<file path="src/rtl/divergent_scheduler_if.sv">
// divergent_scheduler_if
//   Control bundle between a core's scheduler and the rest of the core
//   (fetcher, decoder, LSUs, per-thread PC units).
//   master : scheduler side (drives current_pc, active_mask, core_state, done)
//   slave  : core side (drives start, thread_count, decoded_*, fetcher_state,
//            lsu_state, next_pc)
//   lsu_state : 2 bits per thread, thread i at [2i+1:2i]
//   next_pc   : PC_WIDTH bits per thread, thread i at [i*PC_WIDTH +: PC_WIDTH]
interface divergent_scheduler_if #(
  parameter int THREADS_PER_BLOCK = 4,
  parameter int PC_WIDTH          = 8
);
  localparam int TCW = $clog2(THREADS_PER_BLOCK) + 1;

  logic                                  start;
  logic [TCW-1:0]                        thread_count;
  logic                                  decoded_mem_read_enable;
  logic                                  decoded_mem_write_enable;
  logic                                  decoded_ret;
  logic [2:0]                            fetcher_state;
  logic [2*THREADS_PER_BLOCK-1:0]        lsu_state;
  logic [PC_WIDTH*THREADS_PER_BLOCK-1:0] next_pc;
  logic [PC_WIDTH-1:0]                   current_pc;
  logic [THREADS_PER_BLOCK-1:0]          active_mask;
  logic [2:0]                            core_state;
  logic                                  done;

  modport master (
    input  start, thread_count, decoded_mem_read_enable, decoded_mem_write_enable,
           decoded_ret, fetcher_state, lsu_state, next_pc,
    output current_pc, active_mask, core_state, done
  );

  modport slave (
    output start, thread_count, decoded_mem_read_enable, decoded_mem_write_enable,
           decoded_ret, fetcher_state, lsu_state, next_pc,
    input  current_pc, active_mask, core_state, done
  );
endinterface

</file>
<file path="src/rtl/divergent_scheduler.sv">
// divergent_scheduler
//   Per-core control FSM with branch-divergence handling. Every thread keeps
//   its own PC and retire flag; each instruction issues to the live threads
//   sitting at the minimum PC, so diverged paths reconverge by themselves.
//   Ports:
//     clk, reset      : clock, synchronous active-high reset
//     bus (master)    : divergent_scheduler_if control bundle
//     cycle_count,
//     instr_count,
//     diverge_count   : saturating 32-bit perf counters (SCHED_PERF_EN only)
//   Build option: define SCHED_PERF_EN to include the performance counters.
//
// divergent_scheduler_lane
//   Per-thread PC / retire state. pc_upd and retired_upd are the values the
//   lane takes if the current cycle is UPDATE; the top uses them to pick the
//   next issue group in the same cycle.

module divergent_scheduler_lane #(
  parameter int PC_WIDTH = 8
) (
  input  logic                clk,
  input  logic                reset,
  input  logic                launch,
  input  logic                update,
  input  logic                active,
  input  logic                ret,
  input  logic [PC_WIDTH-1:0] next_pc,
  output logic [PC_WIDTH-1:0] pc_upd,
  output logic                retired_upd
);
  logic [PC_WIDTH-1:0] pc_q;
  logic                retired_q;

  assign pc_upd      = (active && !ret) ? next_pc : pc_q;
  assign retired_upd = retired_q | (active & ret);

  always_ff @(posedge clk) begin
    if (reset || launch) begin
      pc_q      <= '0;
      retired_q <= 1'b0;
    end else if (update) begin
      pc_q      <= pc_upd;
      retired_q <= retired_upd;
    end
  end
endmodule

module divergent_scheduler #(
  parameter int THREADS_PER_BLOCK = 4,
  parameter int PC_WIDTH          = 8
) (
  input  logic                  clk,
  input  logic                  reset,
  divergent_scheduler_if.master bus
`ifdef SCHED_PERF_EN
  ,
  output logic [31:0]           cycle_count,
  output logic [31:0]           instr_count,
  output logic [31:0]           diverge_count
`endif
);
  localparam int T = THREADS_PER_BLOCK;

  typedef enum logic [2:0] {
    IDLE    = 3'b000,
    FETCH   = 3'b001,
    DECODE  = 3'b010,
    REQUEST = 3'b011,
    WAIT    = 3'b100,
    EXECUTE = 3'b101,
    UPDATE  = 3'b110,
    DONE    = 3'b111
  } state_t;

  state_t                     state_q, state_d;
  logic [T-1:0]               enabled, busy, live_upd, retired_upd, new_mask;
  logic [T-1:0][PC_WIDTH-1:0] pc_upd;
  logic [PC_WIDTH-1:0]        minpc, current_pc_q;
  logic [T-1:0]               mask_q;
  logic                       done_q, launch, do_update, any_live;

  // Load/store kind is decoded upstream but does not steer the FSM.
  logic unused_mem_flags;
  assign unused_mem_flags = bus.decoded_mem_read_enable ^ bus.decoded_mem_write_enable;

  always_comb begin
    enabled = '0;
    busy    = '0;
    for (int i = 0; i < T; i++) begin
      enabled[i] = int'(bus.thread_count) > i;
      // Only threads issuing the current instruction can stall WAIT.
      busy[i]    = mask_q[i] && (bus.lsu_state[2*i +: 2] == 2'b01 ||
                                 bus.lsu_state[2*i +: 2] == 2'b10);
    end
  end

  for (genvar g = 0; g < T; g++) begin : g_lane
    divergent_scheduler_lane #(.PC_WIDTH(PC_WIDTH)) u_lane (
      .clk         (clk),
      .reset       (reset),
      .launch      (launch),
      .update      (do_update),
      .active      (mask_q[g]),
      .ret         (bus.decoded_ret),
      .next_pc     (bus.next_pc[g*PC_WIDTH +: PC_WIDTH]),
      .pc_upd      (pc_upd[g]),
      .retired_upd (retired_upd[g])
    );
  end

  // Issue-group selection on post-UPDATE values: lowest PC among live threads.
  assign live_upd = enabled & ~retired_upd;
  assign any_live = |live_upd;

  always_comb begin
    minpc    = '1;
    new_mask = '0;
    for (int i = 0; i < T; i++)
      if (live_upd[i] && pc_upd[i] < minpc) minpc = pc_upd[i];
    for (int i = 0; i < T; i++)
      new_mask[i] = live_upd[i] && (pc_upd[i] == minpc);
  end

  always_comb begin
    state_d   = state_q;
    launch    = 1'b0;
    do_update = 1'b0;
    case (state_q)
      IDLE: if (bus.start) begin
        if (bus.thread_count == '0) state_d = DONE;
        else begin
          state_d = FETCH;
          launch  = 1'b1;
        end
      end
      FETCH:   if (bus.fetcher_state == 3'b010) state_d = DECODE;
      DECODE:  state_d = REQUEST;
      REQUEST: state_d = WAIT;
      WAIT:    if (!(|busy)) state_d = EXECUTE;
      EXECUTE: state_d = UPDATE;
      UPDATE: begin
        do_update = 1'b1;
        state_d   = any_live ? FETCH : DONE;
      end
      DONE:    state_d = DONE;
      default: state_d = IDLE;
    endcase
  end

  always_ff @(posedge clk) begin
    if (reset) begin
      state_q      <= IDLE;
      current_pc_q <= '0;
      mask_q       <= '0;
      done_q       <= 1'b0;
    end else begin
      state_q <= state_d;
      if (launch) begin
        current_pc_q <= '0;
        mask_q       <= enabled;
      end
      // When every thread has retired, pc/mask keep their last values.
      if (do_update && any_live) begin
        current_pc_q <= minpc;
        mask_q       <= new_mask;
      end
      if (state_d == DONE) done_q <= 1'b1;
    end
  end

  assign bus.current_pc  = current_pc_q;
  assign bus.active_mask = mask_q;
  assign bus.core_state  = state_q;
  assign bus.done        = done_q;

`ifdef SCHED_PERF_EN
  always_ff @(posedge clk) begin
    if (reset) begin
      cycle_count   <= '0;
      instr_count   <= '0;
      diverge_count <= '0;
    end else begin
      if (state_q != IDLE && state_q != DONE && cycle_count != '1)
        cycle_count <= cycle_count + 32'd1;
      if (do_update && instr_count != '1)
        instr_count <= instr_count + 32'd1;
      // Divergence: some live thread is left out of the next issue group.
      if (do_update && any_live && new_mask != live_upd && diverge_count != '1)
        diverge_count <= diverge_count + 32'd1;
    end
  end
`endif
endmodule

</file>
<file path="src/flat_wrapper.sv">
// flat-port wrapper written by rule: the top's interface ports become plain ports
module divergent_scheduler_flat 
#(
  parameter int THREADS_PER_BLOCK = 4,
  parameter int PC_WIDTH          = 8
)
  (clk, reset, bus_start, bus_thread_count, bus_decoded_mem_read_enable, bus_decoded_mem_write_enable, bus_decoded_ret, bus_fetcher_state, bus_lsu_state, bus_next_pc, bus_current_pc, bus_active_mask, bus_core_state, bus_done);
  divergent_scheduler_if #(.THREADS_PER_BLOCK(THREADS_PER_BLOCK), .PC_WIDTH(PC_WIDTH)) bus_i ();
  input  logic clk;
  input  logic reset;
  input wire logic [$bits(bus_i.start)-1:0] bus_start;
  input wire logic [$bits(bus_i.thread_count)-1:0] bus_thread_count;
  input wire logic [$bits(bus_i.decoded_mem_read_enable)-1:0] bus_decoded_mem_read_enable;
  input wire logic [$bits(bus_i.decoded_mem_write_enable)-1:0] bus_decoded_mem_write_enable;
  input wire logic [$bits(bus_i.decoded_ret)-1:0] bus_decoded_ret;
  input wire logic [$bits(bus_i.fetcher_state)-1:0] bus_fetcher_state;
  input wire logic [$bits(bus_i.lsu_state)-1:0] bus_lsu_state;
  input wire logic [$bits(bus_i.next_pc)-1:0] bus_next_pc;
  output wire logic [$bits(bus_i.current_pc)-1:0] bus_current_pc;
  output wire logic [$bits(bus_i.active_mask)-1:0] bus_active_mask;
  output wire logic [$bits(bus_i.core_state)-1:0] bus_core_state;
  output wire logic [$bits(bus_i.done)-1:0] bus_done;
  assign bus_i.start = bus_start;
  assign bus_i.thread_count = bus_thread_count;
  assign bus_i.decoded_mem_read_enable = bus_decoded_mem_read_enable;
  assign bus_i.decoded_mem_write_enable = bus_decoded_mem_write_enable;
  assign bus_i.decoded_ret = bus_decoded_ret;
  assign bus_i.fetcher_state = bus_fetcher_state;
  assign bus_i.lsu_state = bus_lsu_state;
  assign bus_i.next_pc = bus_next_pc;
  assign bus_current_pc = bus_i.current_pc;
  assign bus_active_mask = bus_i.active_mask;
  assign bus_core_state = bus_i.core_state;
  assign bus_done = bus_i.done;
  divergent_scheduler #(.THREADS_PER_BLOCK(THREADS_PER_BLOCK), .PC_WIDTH(PC_WIDTH)) u_core (.clk(clk), .reset(reset), .bus(bus_i));
endmodule
</file>
<file path="config.mk">
export PLATFORM = sky130hd
export DESIGN_NAME = divergent_scheduler_flat
export DESIGN_NICKNAME = d
export VERILOG_FILES = /design/src/rtl/divergent_scheduler_if.sv /design/src/rtl/divergent_scheduler.sv /design/src/flat_wrapper.sv
export SDC_FILE = /design/constraint.sdc
export NUM_CORES = 1
export LEC_CHECK = 0
export ABC_AREA = 1
export CORE_MARGIN = 8
export CORE_UTILIZATION = 40
export DETAILED_ROUTE_END_ITERATION = 12
export PLACE_DENSITY_LB_ADDON = 0.3
export SETUP_SLACK_MARGIN = 0.15
export SLEW_MARGIN = 20
export SYNTH_ARGS = -nofsm -noshare
export SYNTH_HDL_FRONTEND = slang
export SYNTH_SLANG_ARGS = --single-unit
export TNS_END_PERCENT = 100
</file>
<file path="constraint.sdc">
create_clock -name clk -period 6.15 [get_ports clk]
set_clock_uncertainty 0.1 [all_clocks]
set_input_delay 0.9225 -clock clk [delete_from_list [all_inputs] [get_ports clk]]
set_output_delay 0.9225 -clock clk [all_outputs]
set_load 0.05 [all_outputs]
</file>
==> impl_metrics.env, run 1 <==
export IMPL_outcome="finished, violations left"
export IMPL_violations="setup timing"
export IMPL_rows=36
export IMPL_clkPwrFrac_pct=5.8
export IMPL_hold_depth=2
export IMPL_gr_total_overflow=0
export IMPL_routabilityCongestion=0.939
export IMPL_finalWorstPathRequiredPeriod_ps=6160
export IMPL_crit_family="buffers and inverters"
export IMPL_startpoint_type="primary input"
export IMPL_drt_pass1_iterations=5
export IMPL_most_common_layout_cells="nand2_1, buf_4, inv_1"
export IMPL_period_share_pct=100
export IMPL_ys_ff_latch=52
export IMPL_p_switching_w=0.00199
export IMPL_final_setup_tns_ps=-8.20
export IMPL_crit_buf_inv=35
export IMPL_netlist_area_um2=4060
export IMPL_drv_slew=0
export IMPL_synth_cells=694
export IMPL_switching_share_pct=50.8
export IMPL_hold_violations=0
export IMPL_synth_largest_area_cell="dfxtp_1"
export IMPL_cpPeakStageDelay_ps=200
export IMPL_post_dp_hpwl_mm=12.2
export IMPL_io_pins=68
export IMPL_fin_hold_ws_ps=367
export IMPL_fin_cells=1070
export IMPL_cts_sinks=52
export IMPL_fp_dieW_um=117
export IMPL_finalSetupViolations=1
export IMPL_r2r_end="u_core.bus.active_mask[0]"
export IMPL_tightest_slew_ps=784
export IMPL_crit_cells=43
export IMPL_core_um2=9820
export IMPL_arrival_ps=6250
export IMPL_mostFrequentLayoutCell="nand2_1"
export IMPL_avgViaCountPerCell=5.32
export IMPL_antenna_found_initial=0
export IMPL_synth_top_cell_area_share_pct=25.6
export IMPL_grt_setup_unrepaired="yes"
export IMPL_drv_cap=0
export IMPL_cp_end_kind="flip-flop"
export IMPL_syn2layout_area_growth_pct=75.5
export IMPL_route_detailed_drc=0
export IMPL_min_to="u_core.g_lane[3].u_lane.pc_q[5]"
export IMPL_reg2reg_slack_ps=180
export IMPL_vias=5692
export IMPL_place_inst=982
export IMPL_max_slew_margin_rel_pct=47.2
export IMPL_clk_latency_ps=330
export IMPL_leakage_nw=3.41
export IMPL_cp_data_required_time_ps=6250
export IMPL_powerDensity_nw_per_um2=550
export IMPL_cts_inserted_buffers=5
export IMPL_seq_power_share_pct=10.4
export IMPL_initial_utilization_pct=41.4
export IMPL_ff2ff_path_depth=42
export IMPL_chipHeight_um=117
export IMPL_ys_types=38
export IMPL_critPathSlowestCell="nor2_4"
export IMPL_min_from="u_core.g_lane[3].u_lane.pc_q[5]"
export IMPL_final_area_um2=7130
export IMPL_cts_tree="yes"
export IMPL_syn_nets=766
export IMPL_groute_usage_overall_pct=25.5
export IMPL_diodes=0
export IMPL_crit_fanout=6
export IMPL_nets=1008
export IMPL_routed_wl_mm=19.1
export IMPL_dpl_instance_area_um2=5630
export IMPL_cts_htree_levels=2
export IMPL_drive_above_1_share_pct=38.1
export IMPL_pre_cts_slack_ps=-979
export IMPL_root_buffer="clkbuf_8"
export IMPL_crit_type="in2reg"
export IMPL_synthTopCellsByArea="dfxtp_1, nand2_1, inv_1"
export IMPL_grt_max_degree=39
export IMPL_wire_per_inst_um=17.9
export IMPL_first_iter_violations=434
export IMPL_grt_pass1_vias=5306
export IMPL_yosys_warnings=0
export IMPL_syn_area_per_cell_um2=5.86
export IMPL_ant_nets=0
export IMPL_max_freq_mhz=162
export IMPL_clkTransAtPathRegs_ps=110
export IMPL_clock_path_buffers=2
export IMPL_synth_seq_area_share_pct=25.6
export IMPL_cp_common_cell="buf_4"
export IMPL_grt_pass1_wl_mm=27.0
export IMPL_internal_power_w=0.00193
export IMPL_fillCellCount=799
export IMPL_layout_setup_ws_ps=-8.20
export IMPL_numPortBuffers=65
export IMPL_hp_class="reg2reg"
export IMPL_dieArea_um2=13600
export IMPL_ir_drop_mv=0.249
export IMPL_pwr_share_comb_pct=83.8
export IMPL_r2r_start="u_core.bus.active_mask[0]"
Yosys cell counts (all sizes together):
cell type	count
nand3	52
o211a	1
mux2i	1
o21ai	51
nor2	42
o211ai	2
a2111oi	1
nand2	271
clkbuf	14
o31ai	1
dfxtp	52
buf	13
a221oi	1
or3b	1
clkinv	1
a32o	1
o22ai	6
ha	20
a31oi	4
nand4	2
a31o	1
a41oi	1
nor4	1
inv	91
a21oi	61
nor3	2
worst reg2reg max path: cells and delay by family, from the launching register on:
kind,cells,cell delay (ps)
AO/OA/AOI/OAI,2,210
buffers and inverters,34,4350
flip-flops,1,460
AND/OR/NAND/NOR,6,740
stage by stage:
| step | util (%) | total power, W |
|---|---|---|
| 2_1_floorplan | - | 0.00162 |
| 3_3_place_gp | 57.3 | 0.00260 |
| 3_5_place_dp | 57.3 | 0.00263 |
| 4_1_cts | 66.7 | 0.00335 |
| 5_1_grt | 72.6 | 0.00414 |
| 6_report | 72.6 | 0.00392 |
cell families after synthesis:
logic type      count (synthesis)  synth area share (%)
flops                          52                  25.6
simple gates                  371                  38.1
buf+inv                       119                  12.3
mux                             1                 0.246
compound gates                131                  17.6
fa+ha+maj                      20                  6.16
sequential cells by signal (all words and copies together), names as in the netlist:
signal	count
u_core.bus.done	1
u_core.g_lane.u_lane.retired_q	4
u_core.bus.active_mask	4
u_core.bus.core_state	3
u_core.g_lane.u_lane.pc_q	32
u_core.bus.current_pc	8
power by group through the flow:
stage / sequential [W] / combinational (W) / clock, W
2_1_floorplan: 0.000441 / 0.00118 / 0
3_5_place_dp: 0.000404 / 0.00222 / 0
6_report: 0.000407 / 0.00328 / 0.000227
4_1_cts: 0.000399 / 0.00272 / 0.000231
3_3_place_gp: 0.000403 / 0.00220 / 0
5_1_grt: 0.000409 / 0.00349 / 0.000239
area by class of cell:
type                            instances  area (µm²)  area share [%]
Sequential cell                        52        1040            14.6
Tap cell                              133         166            2.33
Timing Repair Buffer                  260        2230            31.2
Multi-Input combinational cell        524        3220            45.1
Timing Repair inverter                  1        7.51           0.105
Inverter                               92         374            5.25
Clock buffer                            5        68.8           0.965
Clock inverter                          3        26.3           0.368
worst max-delay path by stage:
| stage | startpoint | endpoint |
|---|---|---|
| 3_3_place_gp | bus_decoded_ret | u_core.bus.active_mask[1] |
| 3_5_place_dp | bus_decoded_ret | u_core.bus.active_mask[1] |
| 2_1_floorplan | bus_decoded_ret | u_core.bus.active_mask[0] |
| 4_1_cts | bus_decoded_ret | u_core.bus.active_mask[0] |
| 6_report | bus_decoded_ret | u_core.bus.active_mask[0] |
| 5_1_grt | bus_decoded_ret | u_core.bus.active_mask[2] |
per-layer routing:
layer  share of wire (%)  vias up  GRT usage (%)
li1                    -     2702              -
met1                  40     2659           31.3
met2                  48      265           43.7
met3                 7.4       66           4.31
met4                 4.3        0           9.64
met5                   0        -              0
timing repair:
action | 4_1_cts | 5_1_grt
endpoints found under the hold margin | 0 | 0
setup buffers | 59 | 19
pin swaps | 52 | 68
resized for setup | 116 | 106
hold buffers | 0 | 0
setup endpoints to repair | 12 | 12
gates cloned | 2 | 0
No activity file was read; power rests on OpenSTA's default activity.
==> inputs of run 2 (changes only) <==
CORE_ASPECT_RATIO = 1.1   (was not set)
SLEW_MARGIN = not set   (was 20)
==> impl_metrics.env, run 2 (synthesis results as in run 1) <==
export IMPL_drive_above_1_share_pct=27.3
export IMPL_regArea_um2=1040
export IMPL_ir_drop_mv=0.368
export IMPL_first_iter_violations=281
export IMPL_syn2layout_area_growth_pct=55.9
export IMPL_violations="setup timing"
export IMPL_clk_latency_ps=320
export IMPL_drv_cap=0
export IMPL_ff2ff_path_depth=39
export IMPL_cts_inserted_buffers=5
export IMPL_hold_depth=2
export IMPL_hold_violations=0
export IMPL_vias=5127
export IMPL_mostFrequentLayoutCell="nand2_1"
export IMPL_groute_usage_overall_pct=21.7
export IMPL_utilization_pct=64.1
export IMPL_leakage_nw=3.09
export IMPL_cp_data_required_time_ps=6310
export IMPL_numPortBuffers=65
export IMPL_initial_utilization_pct=41.1
export IMPL_arrival_ps=6330
export IMPL_finalSetupViolations=3
export IMPL_max_freq_mhz=162
export IMPL_clock_path_buffers=2
export IMPL_core_um2=9890
export IMPL_io_pins=68
export IMPL_drt_pass1_iterations=5
export IMPL_post_dp_hpwl_mm=11.6
export IMPL_grt_setup_unrepaired="yes"
export IMPL_grt_max_degree=39
export IMPL_crit_fanout=6
export IMPL_max_slew_margin_rel_pct=48.6
export IMPL_drv_slew=0
export IMPL_gr_total_overflow=0
export IMPL_cts_htree_levels=2
export IMPL_outcome="finished, violations left"
export IMPL_avgViaCountPerCell=5.20
export IMPL_largest_reg_flops=32
export IMPL_hp_class="reg2reg"
export IMPL_finalWorstPathRequiredPeriod_ps=6180
export IMPL_startpoint_type="primary input"
export IMPL_period_share_pct=100
export IMPL_most_common_layout_cells="nand2_1, buf_4, inv_1"
export IMPL_grt_pass1_wl_mm=23.9
export IMPL_grt_pass1_vias=4948
export IMPL_route_detailed_drc=0
export IMPL_tightest_slew_ps=769
export IMPL_p_total_w=0.00339
export IMPL_routabilityCongestion=0.949
export IMPL_fillCellCount=900
export IMPL_largest_register="u_core.g_lane.u_lane.pc_q"
export IMPL_powerDensity_nw_per_um2=535
export IMPL_rows=38
export IMPL_cts_tree="yes"
export IMPL_dieArea_um2=13600
export IMPL_cts_sinks=52
export IMPL_chipHeight_um=122
export IMPL_cp_common_cell="nand2_1"
export IMPL_antenna_found_initial=1
export IMPL_wire_per_inst_um=16.1
export IMPL_multi_input_area_um2=2940
export IMPL_critPathSlowestCell="a2111oi_4"
export IMPL_cpPeakStageDelay_ps=420
export IMPL_cts_hold_buf=0
export IMPL_clkTransAtPathRegs_ps=100
export IMPL_fp_dieW_um=112
export IMPL_crit_type="in2reg"
export IMPL_nets=936
export IMPL_ant_nets=0
export IMPL_root_buffer="clkbuf_8"
export IMPL_routed_wl_mm=15.8
export IMPL_layout_setup_ws_ps=-26.2
export IMPL_cp_end_kind="flip-flop"
==> run 2: changes by cell type in the layout (fill, tap and decap cells not counted), sizes merged <==
cell           previous run  this run
buf                     196       122
dlymetal6s2s              0        11
dlygate4sd2               8         0
clkbuf                    5         8
clkdlybuf4s15             3         0
clkinvlp                  4         1
inv                      91        94
bufinv                    0         1
clkinv                    1         0
diode                     0         1
nand2                   272       271
==> run 2: worst paths after layout <==
kind                                                        end  slack (ps)                            start
worst min register to register  u_core.g_lane[2].u_lane.pc_q[7]         360  u_core.g_lane[2].u_lane.pc_q[7]
worst min-delay path            u_core.g_lane[2].u_lane.pc_q[7]         360  u_core.g_lane[2].u_lane.pc_q[7]
worst max-delay path                  u_core.bus.active_mask[1]         -30                  bus_decoded_ret
worst max register to register        u_core.bus.active_mask[1]         220        u_core.bus.active_mask[0]
==> run 2: where the power goes <==
part	internal (W)	switching, W
Sequential	0.000363	0.0000430
Clock	0.000123	0.000124
Combinational	0.00120	0.00153
Total	0.00169	0.00170
==> run 2: critical path, delay by kind of cell <==
family | cells | cell delay [ps]
AO/OA/AOI/OAI | 10 | 1770
adder cells (fa/ha/maj) | 3 | 530
AND/OR/NAND/NOR | 20 | 1770
buffers and inverters | 11 | 1330
==> run 2: area by class of cell <==
class,count,area share (%)
repair buffers,188,26.9
diodes,1,0.0395
clock inverters,2,0.612
inverters,92,5.77
well taps,120,2.37
repair inverters,2,0.217
multi-input cells,523,46.5
flip-flops and latches,52,16.5
clock buffers,6,1.15
==> run 2: routing by layer <==
metal	routed length (µm)	GRT usage, %	vias up
li1	-	-	2555
met1	6580	24.9	2382
met2	7910	38.8	148
met3	745	4.06	42
met4	594	9.20	0
met5	0	0	-
==> run 2: stage by stage <==
step	worst slack [ps]	area (µm²)	hold WS, ps	TNS (ps)	std cells
finish	-26.2	6330	363	-41.6	986
global route	-332	6330	389	-1370	986
CTS	50.0	5910	367	0	970
detailed placement	-975	5530	352	-8570	954
global placement	-908	5530	348	-7610	954
floorplan	152	4090	337	0	694
==> run 2: what timing repair did <==
item / 4_1_cts / 5_1_grt
gates resized for setup: 73 / 70
setup endpoints to repair: 12 / 12
pin swaps: 21 / 21
buffers inserted: 7 / 13
gates cloned: 1 / 2
==> inputs of run 3 (changes only) <==
CORE_MARGIN = 2   (was 8)
==> impl_metrics.env, run 3 (synthesis results as in run 1) <==
export IMPL_reg2reg_slack_ps=270
export IMPL_critPathSlowestCell="a2111oi_4"
export IMPL_ir_drop_mv=0.259
export IMPL_cts_hold_buf=0
export IMPL_crit_fanout=6
export IMPL_rows=38
export IMPL_initial_utilization_pct=41.1
export IMPL_drt_pass1_iterations=6
export IMPL_arrival_ps=6220
export IMPL_cts_htree_levels=2
export IMPL_pre_cts_slack_ps=-958
export IMPL_grt_pass1_wl_mm=24.1
export IMPL_tightest_slew_ps=965
export IMPL_cts_sinks=52
export IMPL_max_freq_mhz=165
export IMPL_io_pins=68
export IMPL_routabilityCongestion=0.986
export IMPL_grt_max_degree=39
export IMPL_powerDensity_nw_per_um2=521
export IMPL_diodes=0
export IMPL_cp_end_kind="flip-flop"
export IMPL_numPortBuffers=65
export IMPL_multi_input_area_um2=3000
export IMPL_regArea_um2=1040
export IMPL_ff2ff_path_depth=40
export IMPL_groute_usage_overall_pct=28.0
export IMPL_drv_slew=0
export IMPL_avgViaCountPerCell=5.17
export IMPL_routed_wl_mm=15.4
export IMPL_startpoint_type="primary input"
export IMPL_cpPeakStageDelay_ps=430
export IMPL_clk_latency_ps=330
export IMPL_crit_type="in2reg"
export IMPL_finalSetupViolations=0
export IMPL_outcome="complete, no violations"
export IMPL_first_iter_violations=322
export IMPL_mostFrequentLayoutCell="nand2_1"
export IMPL_cts_tree="yes"
export IMPL_grt_setup_unrepaired="yes"
export IMPL_crit_buf_inv=9
export IMPL_antenna_found_initial=0
export IMPL_clkTransAtPathRegs_ps=110
export IMPL_nets=948
export IMPL_crit_start="bus_decoded_ret"
export IMPL_clock_path_buffers=2
export IMPL_vias=5153
export IMPL_fillCellCount=903
export IMPL_largest_reg_flops=32
export IMPL_max_slew_margin_rel_pct=35.0
export IMPL_root_buffer="clkbuf_8"
export IMPL_cp_data_required_time_ps=6290
export IMPL_hold_violations=0
export IMPL_drv_cap=0
export IMPL_crit_end="u_core.bus.active_mask[0]"
export IMPL_most_common_layout_cells="nand2_1, buf_4, inv_1"
export IMPL_crit_cells=41
export IMPL_dieArea_um2=11000
export IMPL_gr_total_overflow=0
export IMPL_grt_pass1_vias=5001
export IMPL_layout_setup_ws_ps=76.1
export IMPL_chipHeight_um=110
export IMPL_finalWorstPathRequiredPeriod_ps=6070
export IMPL_final_setup_tns_ps=0
export IMPL_post_dp_hpwl_mm=11.2
export IMPL_fp_dieW_um=100
export IMPL_drive_above_1_share_pct=29.8
export IMPL_wire_per_inst_um=15.5
export IMPL_r2r_start="u_core.bus.active_mask[0]"
export IMPL_core_um2=9890
export IMPL_route_detailed_drc=0
export IMPL_leakage_nw=3.12
export IMPL_largest_register="u_core.g_lane.u_lane.pc_q"
export IMPL_syn2layout_area_growth_pct=59.1
export IMPL_hp_class="reg2reg"
export IMPL_fin_hold_ws_ps=364
export IMPL_cts_inserted_buffers=5
export IMPL_crit_family="compound AO/OA/AOI/OAI gates"
export IMPL_period_share_pct=98.8
export IMPL_r2r_end="u_core.bus.active_mask[0]"
export IMPL_ant_nets=0
[run 3: what timing repair did]
item / 4_1_cts / 5_1_grt
gates resized for setup: 93 / 67
endpoints found under the hold margin: 0 / 0
gates cloned: 2 / 1
endpoints found under the setup margin: 12 / 12
pin swaps: 27 / 20
buffers inserted: 21 / 8
[run 3: how the worst min path moves through the flow]
stage	start	end	slack, ps	cells after the start
floorplan	u_core.g_lane[3].u_lane.retired_q	u_core.g_lane[3].u_lane.retired_q	340	2
detailed placement	u_core.g_lane[3].u_lane.pc_q[3]	u_core.g_lane[3].u_lane.pc_q[3]	350	2
finish	u_core.g_lane[3].u_lane.pc_q[3]	u_core.g_lane[3].u_lane.pc_q[3]	360	2
CTS	u_core.g_lane[3].u_lane.pc_q[3]	u_core.g_lane[3].u_lane.pc_q[3]	370	2
global route	u_core.g_lane[3].u_lane.pc_q[3]	u_core.g_lane[3].u_lane.pc_q[3]	380	2
global placement	u_core.g_lane[2].u_lane.pc_q[7]	u_core.g_lane[2].u_lane.pc_q[7]	350	2
[run 3: worst register-to-register path: cells and delay by family, from the launching register on]
kind	cells	cell delay, ps
AO/OA/AOI/OAI	10	1760
AND/OR/NAND/NOR	20	1790
buffers and inverters	7	1000
flip-flops	1	580
adder cells (fa/ha/maj)	3	570
[run 3: stage by stage]
step / std cells / cell area, µm² / util [%] / power [W]
4_1_cts: 988 / 6120 / 61.9 / 0.00308
2_1_floorplan: 694 / 4090 / - / 0.00162
3_3_place_gp: 957 / 5560 / 56.2 / 0.00250
3_5_place_dp: 957 / 5560 / 56.2 / 0.00252
6_report: 997 / 6460 / 65.4 / 0.00337
5_1_grt: 997 / 6460 / 65.4 / 0.00360
[run 3: area by class of cell]
cell class,instances,share of cell area [%]
repair buffers,200,27.5
repair inverters,2,0.194
multi-input cells,523,46.4
clock inverters,3,0.716
well taps,120,2.32
inverters,92,5.61
clock buffers,5,1.06
flip-flops and latches,52,16.1
[run 3: per-layer routing]
| layer | track usage, % | wire, µm |
|---|---|---|
| met3 | 3.12 | 708 |
| met4 | 9.30 | 441 |
| met2 | 51.8 | 7840 |
| met1 | 33.8 | 6460 |
| met5 | 0 | 0 |
[run 3: report_power, final]
group | internal [W] | switching, W | total [W]
clock | 0.000123 | 0.000134 | 0.000257
combinational | 0.00120 | 0.00151 | 0.00271
sequential | 0.000364 | 0.0000424 | 0.000406
